### src/rtl/lsu_ctrl.sv
// Load/store unit: aligns RV64 loads/stores onto a doubleword memory port,
// runs one valid/ready bus transaction and formats the result for writeback.
module lsu_ctrl #(
  parameter int TIMEOUT = 255,
  parameter int CNT_W   = 8
) (
  input  logic        clk,
  input  logic        rst_n,
  input  logic        req_valid,
  output logic        req_ready,
  input  logic        req_wen,
  input  logic [2:0]  req_func3,
  input  logic [63:0] req_addr,
  input  logic [63:0] req_wdata,
  output logic        mem_valid,
  input  logic        mem_ready,
  output logic [63:0] mem_addr,
  output logic        mem_wen,
  output logic [7:0]  mem_wmask,
  output logic [63:0] mem_wdata,
  input  logic        mem_rvalid,
  input  logic [63:0] mem_rdata,
  output logic        resp_valid,
  input  logic        resp_ready,
  output logic [63:0] resp_data,
  output logic        resp_err
);

  typedef enum logic [1:0] {S_IDLE, S_BUS, S_WAIT, S_RESP} state_t;

  state_t           state;
  logic             wen_q;
  logic [2:0]       f3_q;
  logic [2:0]       off_q;
  logic [CNT_W-1:0] cnt;

  logic        misal, illegal, tmo;
  logic [7:0]  mask_base, mask_in;
  logic [63:0] rd_sh, ld_ext;

  always_comb begin
    misal     = 1'b0;
    mask_base = 8'h01;
    case (req_func3[1:0])
      2'd0: begin misal = 1'b0;              mask_base = 8'h01; end
      2'd1: begin misal = req_addr[0];       mask_base = 8'h03; end
      2'd2: begin misal = |req_addr[1:0];    mask_base = 8'h0F; end
      default: begin misal = |req_addr[2:0]; mask_base = 8'hFF; end
    endcase
    mask_in = mask_base << req_addr[2:0];
    illegal = req_wen ? req_func3[2] : (req_func3 == 3'b111);
  end

  // Load data is extracted from the lane the original byte address selected.
  always_comb begin
    rd_sh  = mem_rdata >> {off_q, 3'b000};
    ld_ext = 64'd0;
    case (f3_q[1:0])
      2'd0: ld_ext = f3_q[2] ? {56'd0, rd_sh[7:0]}  : {{56{rd_sh[7]}},  rd_sh[7:0]};
      2'd1: ld_ext = f3_q[2] ? {48'd0, rd_sh[15:0]} : {{48{rd_sh[15]}}, rd_sh[15:0]};
      2'd2: ld_ext = f3_q[2] ? {32'd0, rd_sh[31:0]} : {{32{rd_sh[31]}}, rd_sh[31:0]};
      default: ld_ext = rd_sh;
    endcase
  end

  assign tmo = (TIMEOUT != 0) && (cnt == CNT_W'(TIMEOUT - 1));

  always_ff @(posedge clk or negedge rst_n) begin
    if (!rst_n) begin
      state      <= S_IDLE;
      req_ready  <= 1'b1;
      mem_valid  <= 1'b0;
      mem_addr   <= 64'd0;
      mem_wen    <= 1'b0;
      mem_wmask  <= 8'd0;
      mem_wdata  <= 64'd0;
      resp_valid <= 1'b0;
      resp_data  <= 64'd0;
      resp_err   <= 1'b0;
      wen_q      <= 1'b0;
      f3_q       <= 3'd0;
      off_q      <= 3'd0;
      cnt        <= '0;
    end else begin
      case (state)
        S_IDLE: if (req_valid) begin
          wen_q     <= req_wen;
          f3_q      <= req_func3;
          off_q     <= req_addr[2:0];
          req_ready <= 1'b0;
          mem_addr  <= {req_addr[63:3], 3'b000};
          mem_wdata <= req_wdata << {req_addr[2:0], 3'b000};
          if (misal || illegal) begin
            state      <= S_RESP;
            resp_valid <= 1'b1;
            resp_err   <= 1'b1;
            resp_data  <= 64'd0;
          end else begin
            state     <= S_BUS;
            mem_valid <= 1'b1;
            mem_wen   <= req_wen;
            mem_wmask <= req_wen ? mask_in : 8'd0;
            cnt       <= '0;
          end
        end
        S_BUS: begin
          if (mem_ready) begin
            mem_valid <= 1'b0;
            mem_wen   <= 1'b0;
            mem_wmask <= 8'd0;
            if (wen_q) begin
              state      <= S_RESP;
              resp_valid <= 1'b1;
              resp_err   <= 1'b0;
              resp_data  <= 64'd0;
            end else if (mem_rvalid) begin
              state      <= S_RESP;
              resp_valid <= 1'b1;
              resp_err   <= 1'b0;
              resp_data  <= ld_ext;
            end else begin
              state <= S_WAIT;
              cnt   <= cnt + 1'b1;
            end
          end else if (tmo) begin
            mem_valid  <= 1'b0;
            mem_wen    <= 1'b0;
            mem_wmask  <= 8'd0;
            state      <= S_RESP;
            resp_valid <= 1'b1;
            resp_err   <= 1'b1;
            resp_data  <= 64'd0;
          end else begin
            cnt <= cnt + 1'b1;
          end
        end
        S_WAIT: begin
          if (mem_rvalid) begin
            state      <= S_RESP;
            resp_valid <= 1'b1;
            resp_err   <= 1'b0;
            resp_data  <= ld_ext;
          end else if (tmo) begin
            state      <= S_RESP;
            resp_valid <= 1'b1;
            resp_err   <= 1'b1;
            resp_data  <= 64'd0;
          end else begin
            cnt <= cnt + 1'b1;
          end
        end
        default: if (resp_ready) begin
          state      <= S_IDLE;
          resp_valid <= 1'b0;
          resp_err   <= 1'b0;
          resp_data  <= 64'd0;
          req_ready  <= 1'b1;
        end
      endcase
    end
  end

endmodule

### config.mk
export PLATFORM = sky130hd
export DESIGN_NAME = lsu_ctrl
export DESIGN_NICKNAME = d
export VERILOG_FILES = /design/src/rtl/lsu_ctrl.sv
export SDC_FILE = /design/constraint.sdc
export NUM_CORES = 1
export LEC_CHECK = 0
export CELL_PAD_IN_SITES_DETAIL_PLACEMENT = 1
export CELL_PAD_IN_SITES_GLOBAL_PLACEMENT = 1
export CORE_UTILIZATION = 38
export CTS_CLUSTER_SIZE = 24
export DETAILED_ROUTE_END_ITERATION = 8
export PLACE_DENSITY_LB_ADDON = 0.1
export SYNTH_ARGS = -nofsm -noshare
export SYNTH_HDL_FRONTEND = slang
export SYNTH_SLANG_ARGS = --single-unit
### constraint.sdc
create_clock -name clk -period 6.2 [get_ports clk]
set_input_delay 0.62 -clock clk [delete_from_list [all_inputs] [get_ports clk]]
set_output_delay 0.62 -clock clk [all_outputs]
set_load 0.02 [all_outputs]
## After elaboration in Yosys (flattened, before gate mapping)

Index checks and enable logic that the tools add are counted.

| word-level totals | value |
|---|---|
| flip-flop bits (word level) | 219 |
| input bits | 202 |
| word-level logic and storage cells | 117 |

| cells by class | value |
|---|---|
| add/sub/neg operators | 1 |
| equal/unequal tests | 16 |
| shift-type cells | 3 |
| mux-type cells | 65 |
| bitwise logic cells | 1 |
| reduce and logical (&&, ||, !) cells | 17 |

Operators with widths:

| kind | count |
|---|---|
| $mux W64 | 11 |
| $pmux W64 S3 | 2 |
| $mux W8 | 12 |
| $shl A64 B6 Y64 | 1 |
| $shr A64 B6 Y64 | 1 |
| $pmux W8 S3 | 2 |
| $mux W1 | 24 |
| $pmux W8 S2 | 1 |
| $mux W2 | 6 |
| $ne A3 B3 Y1 const B | 3 |
| $pmux W1 S3 | 3 |
| $add A8 B1 Y8 const B | 1 |
| $eq A8 B8 Y1 const B | 1 |
| $ne A2 B2 Y1 const B | 4 |
| $reduce_and A4 Y1 | 2 |
| $shl A8 B3 Y8 | 1 |
| $eq A2 B1 Y1 const B | 3 |
| $eq A2 B2 Y1 const B | 3 |
| $logic_not A2 Y1 | 3 |
| $pmux W1 S2 | 3 |
| $pmux W2 S3 | 1 |
| $reduce_and A6 Y1 | 1 |
| $ne A4 B4 Y1 const B | 1 |
| $reduce_and A2 Y1 | 2 |
| 9 further kinds | 11 |

## Logic depth before layout (Yosys ltp)

| logic depth | value |
|---|---|
| word-level depth | 7 |
| depth in mapped cells | 10 |
| gate-level depth less buffers | 7 |

## Least setup slack after synthesis

No wires, ideal clock.

| path | value |
|---|---|
| path type | register to register |
| start point | register state[0] |
| end point | register resp_data[10] |
| data arrival time | 2280 ps |
| required time | 6079 ps |
| setup slack | 3799 ps |
| cell stages (with the launch flop) | 11 |
| path buffers | 3 |
| period minus slack after synthesis | 2401 ps |
| cells stage by stage | dfrtp_1 -> inv_1 -> ha_1 -> clkbuf_1 -> or4_1 -> o311ai_1 -> nor3_1 -> nor2b_1 -> buf_2 -> buf_2 -> a22o_1 |

| between the ends | value |
|---|---|
| word-level cells in the longest chain between the ends | 3 |
| elaborated cells between the ends (all ways) | 9 |
| classes of those cells | eq/ne (5); mux (1); reduce/logical (3) |

RTL lines:

| what | RTL line | RTL |
|---|---|---|
| from (decl) | 31 | `state_t state;` |
| from (signal assigned) | 70 | `state <= S_IDLE;` |
| from (signal assigned) | 94 | `state <= S_RESP;` |
| from (signal assigned) | 99 | `state <= S_BUS;` |
| $eq A2 B1 Y1, or another cell as far along | 85 | `case (state)` |
| $ne A4 B4 Y1 (no line), or another cell as far along | -- |  |
| $reduce_and A4 Y1 (no line) | -- |  |
| to (signal assigned) | 120 | `resp_data <= ld_ext;` |
| to (signal assigned) | 142 | `resp_data <= ld_ext;` |
| to (decl) | 25 | `output logic [63:0] resp_data,` |

Parallel ways exist; a longest one is shown, timed or not.
A chain may end at the register's enable or synchronous reset.

## Worst setup path in the final report

| path | value |
|---|---|
| start point | input port req_addr[2] |
| end point | register resp_data[20] |

| between the ends | value |
|---|---|
| word-level cells in the longest chain between the ends | 5 |

RTL lines:

| what | RTL line | RTL |
|---|---|---|
| from (decl) | 13 | `input logic [63:0] req_addr,` |
| $reduce_or A3 Y1 | 48 | `default: begin misal = \|req_addr[2:0]; mask_base = 8'hFF; end` |
| $pmux W1 S3 | 44 | `case (req_func3[1:0])` |
| $logic_or A1 B1 Y1 | 93 | `if (misal \|\| illegal) begin` |
| $ne A2 B2 Y1 (no line) | -- |  |
| $reduce_and A4 Y1 (no line) | -- |  |

Every way passes these cells.

==> run summary <==
- **post-synthesis compound-gate area fraction** 21.75%
- **Yosys warning count** 0
- **leading cell types by total area after synthesis** dfrtp_1, mux2_2, mux2i_1
- **leftover overflow at the end of global routing** 0
- **Cell Rows** 65
- **total length of routed wires** 44.98 mm
- **final sum of negative setup slack** 0 ns
- **number of antenna violations at the first check in global routing** 5
- **setup bufs post-CTS** 0
- **class of the worst hold path** in2async
- **simple logic cell fraction of the synthesized area** 8.449%
- **multiplexer area fraction after synthesis** 19.27%
- **Gate power share** 54.8%
- **EDFF count, synth** 0
- **clock skew after layout** 0.02479 ns
- **wire length of the first global-routing pass** 69.12 mm
- **final instance area** 17230 µm²
- **largest net degree at the start of global routing** 116
- **clock root buffer** clkbuf_16
- **Final ANT Viol Nets** 0
- **via count of the first global-routing pass** 11538
- **DIE WIDTH** 181.2 µm
- **minimum clock period** 3.400 ns
- **CTS tree** done
- **transition time of the tightest slew-check pin** 1.065 ns
- **post-synthesis cell count** 1156
- **CTS Sinks** 219
- **Worst Reg-to-Reg Cells** 7
- **power after layout** 8.810 mW
- **drt first pass iters** 4
- **post-detail-place hpwl** 33.19 mm
- **clock-pin slew of the registers on the worst-case setup and hold paths** 0.06 ns
- **buffers from clock root to sink, at most** 3
- **buffers added on ports** 403
- **number of unique standard cell types used by synthesis** 57
- **routed len/inst** 23.42 µm
- **clock latency reported for the late side of the worst-skew pair** 0.54 ns
- **portion of the post-synthesis area used by sequential elements** 44.92%
- **average footprint of a synthesized cell** 10.56 µm²
- **most common flop cell mapped by yosys** dfrtp_1
- **Internal Power** 5.063 mW
- **setup repair after global routing missed its margin** no
- **Sw Ratio** 42.53%
- **nets** 1706
- **minimum setup slack among reg-to-reg paths** 3.03 ns
- **Slew Limit Fails** 0
- **FFs w/ async S/R, synth** 100.0%
- **placed cell count** 1871
- **power per unit of standard cell area** 511.3 nW/µm²
- **most common library cell in the layout ignoring fill and taps** clkdlybuf4s50_1
- **worst-path maximum fanout** 41
- **commonest cells after routing, fill and taps aside** clkdlybuf4s50_1, dfrtp_1, nand2_1
- **1st-iter DRT viols** 761
- **crit path launch** req_addr[2]
- **final weighted congestion in routability-driven placement** 0.9118
- **post-synthesis instance area** 12200 µm²
- **part of the total power dissipated in sequential elements** 27.9%
- **Data required, critical path** 6.67 ns
- **Tcrit/Tclk final** 54.84%
- **I/O pin count** 407
- **Critical Path Source Type** input pin
- **run status** complete, no violations
- **Max Clock Freq** 0.2941 GHz
- **total CTS buffers** 26
- **combined global-route utilization of all metal layers** 27.10%
- **Slew Limit Headroom** 29.03%
- **clock share of power** 17.2%
- **FF+latch count, synth** 219
- **Layout Utilization** 54.61%
- **post-synthesis adder-cell area fraction** 0.7177%
- **dominant combinational cell family by area after synthesis** compound AO/OA/AOI/OAI gates
- **Hold-fix buffers, CTS** 0
- **starting density of the core** 38.67%
- **overall die height** 181.2 µm
- **area share of the largest cell type after synthesis** 44.70%
- **H-tree lvl count** 1
- **post-cts gate resize count** 0
- **Worst setup EP type** register
- **total number of vias** 10916
- **Switch Pwr** 3.748 mW
- **Post-Synth XOR/XNOR Area** 0%
- **P_leak** 7.159 nW
- **fin cells** 1921
- **Hold Violations, Final** 0
- **die area** 32830 µm²
- **largest voltage drop on the vdd net** 0.3005 mV
- **post-synthesis to final-layout area growth** 41.21%
- **reported max-cap violation count** 0
- **Critical R2R Launch** state[0]$_DFFE_PN0P_
- **placed cell area** 16370 µm²
- **core footprint** 31560 µm²
- **fraction of final layout cells sized beyond drive strength 1** 12.41%
- **critical path class** in2reg
- **largest area contributor in the synthesized netlist** dfrtp_1
- **DRC** 0
- **endpoints failing setup** 0
- **via/cell ratio** 5.682
- **worst path arrival time** 3.87 ns
==> sequential cells by signal, indices dropped and copies added, names as in the netlist, 2 cells and up <==
signal,count
resp_data,64
mem_wmask,8
mem_wdata,64
cnt,8
f3_q,3
state,2
off_q,3
mem_addr,61
==> worst paths after layout <==
kind,to
hold reg to reg,mem_wdata[52]$_DFFE_PN0P_
setup reg to reg,resp_data[20]$_DFFE_PN0P_
min in group clk,mem_wdata[52]$_DFFE_PN0P_
hold / removal,resp_data[9]$_DFFE_PN0P_
setup / recovery,resp_data[20]$_DFFE_PN0P_
max in group asynchronous,state[0]$_DFFE_PN0P_
==> area by class of cell <==
class / instances / area, µm²
clock inverters: 9 / 85.08
diodes: 4 / 10.01
fillers: 3374 / 14320
flip-flops and latches: 219 / 5484
repair buffers: 418 / 4159
clock buffers: 37 / 762.0
inverters: 18 / 67.56
multi-input cells: 814 / 6161
well taps: 402 / 503.0
==> logic make-up (layout without fill, tap and decap cells) <==
kind of cell | Yosys count | after routing
adder cells (fa/ha/maj) | 7 | 7
AO/OA/AOI/OAI | 371 | 371
buffers and inverters | 125 | 482
AND/OR/NAND/NOR | 234 | 234
other | 1 | 7
flip-flops | 219 | 219
multiplexers | 199 | 199
==> metrics by stage <==
stage / setup slack (ns) / hold WS, ns
floorplan: 3.799 / 0.3244
global placement: 2.313 / 0.4625
detailed placement: 2.280 / 0.4691
CTS: 2.815 / 0.1911
global route: 2.618 / 0.2050
finish: 2.800 / 0.1175
==> worst max-delay path: stages <==
cell and delay [ns]:
clkdlybuf4s50_1 0.41, buf_4 0.28, or3_1 0.44, or3_1 0.51, a21oi_4 0.30, or3_2 0.60
buf_4 0.45, a22o_1 0.21
==> cells in the mapped netlist (all sizes together) (8+ instances only) <==
cell,n
clkbuf,60
nand2b,11
a22o,48
a21o,8
a211oi,39
nand3,12
a21oi,57
o2bb2ai,21
inv,17
buf,47
mux2,87
nand2,121
o21ai,102
a32o,35
mux4,20
mux2i,92
o22a,14
dfrtp,218
nor2b,26
nor2,45
==> power by group through the flow <==
stage / Clock (mW) / Sequential (mW) / Combinational (mW)
4_1_cts: 1.55 / 2.47 / 4.86
3_5_place_dp: 0 / 2.48 / 4.83
5_1_grt: 1.61 / 2.54 / 5.15
2_1_floorplan: 0 / 3.05 / 2.19
6_report: 1.52 / 2.46 / 4.83
3_3_place_gp: 0 / 2.45 / 4.75
==> layer usage <==
| layer | vias up | GRT usage, % | routed length [µm] |
|---|---|---|---|
| met5 | - | 0 | 15 |
| met4 | 2 | 8.237 | 1340 |
| met3 | 60 | 6.954 | 3277 |
| met2 | 392 | 45.40 | 21670 |
| met1 | 5489 | 34.23 | 18680 |
| li1 | 4973 | - | - |
Note: power is estimated with default switching activity, not from simulation.
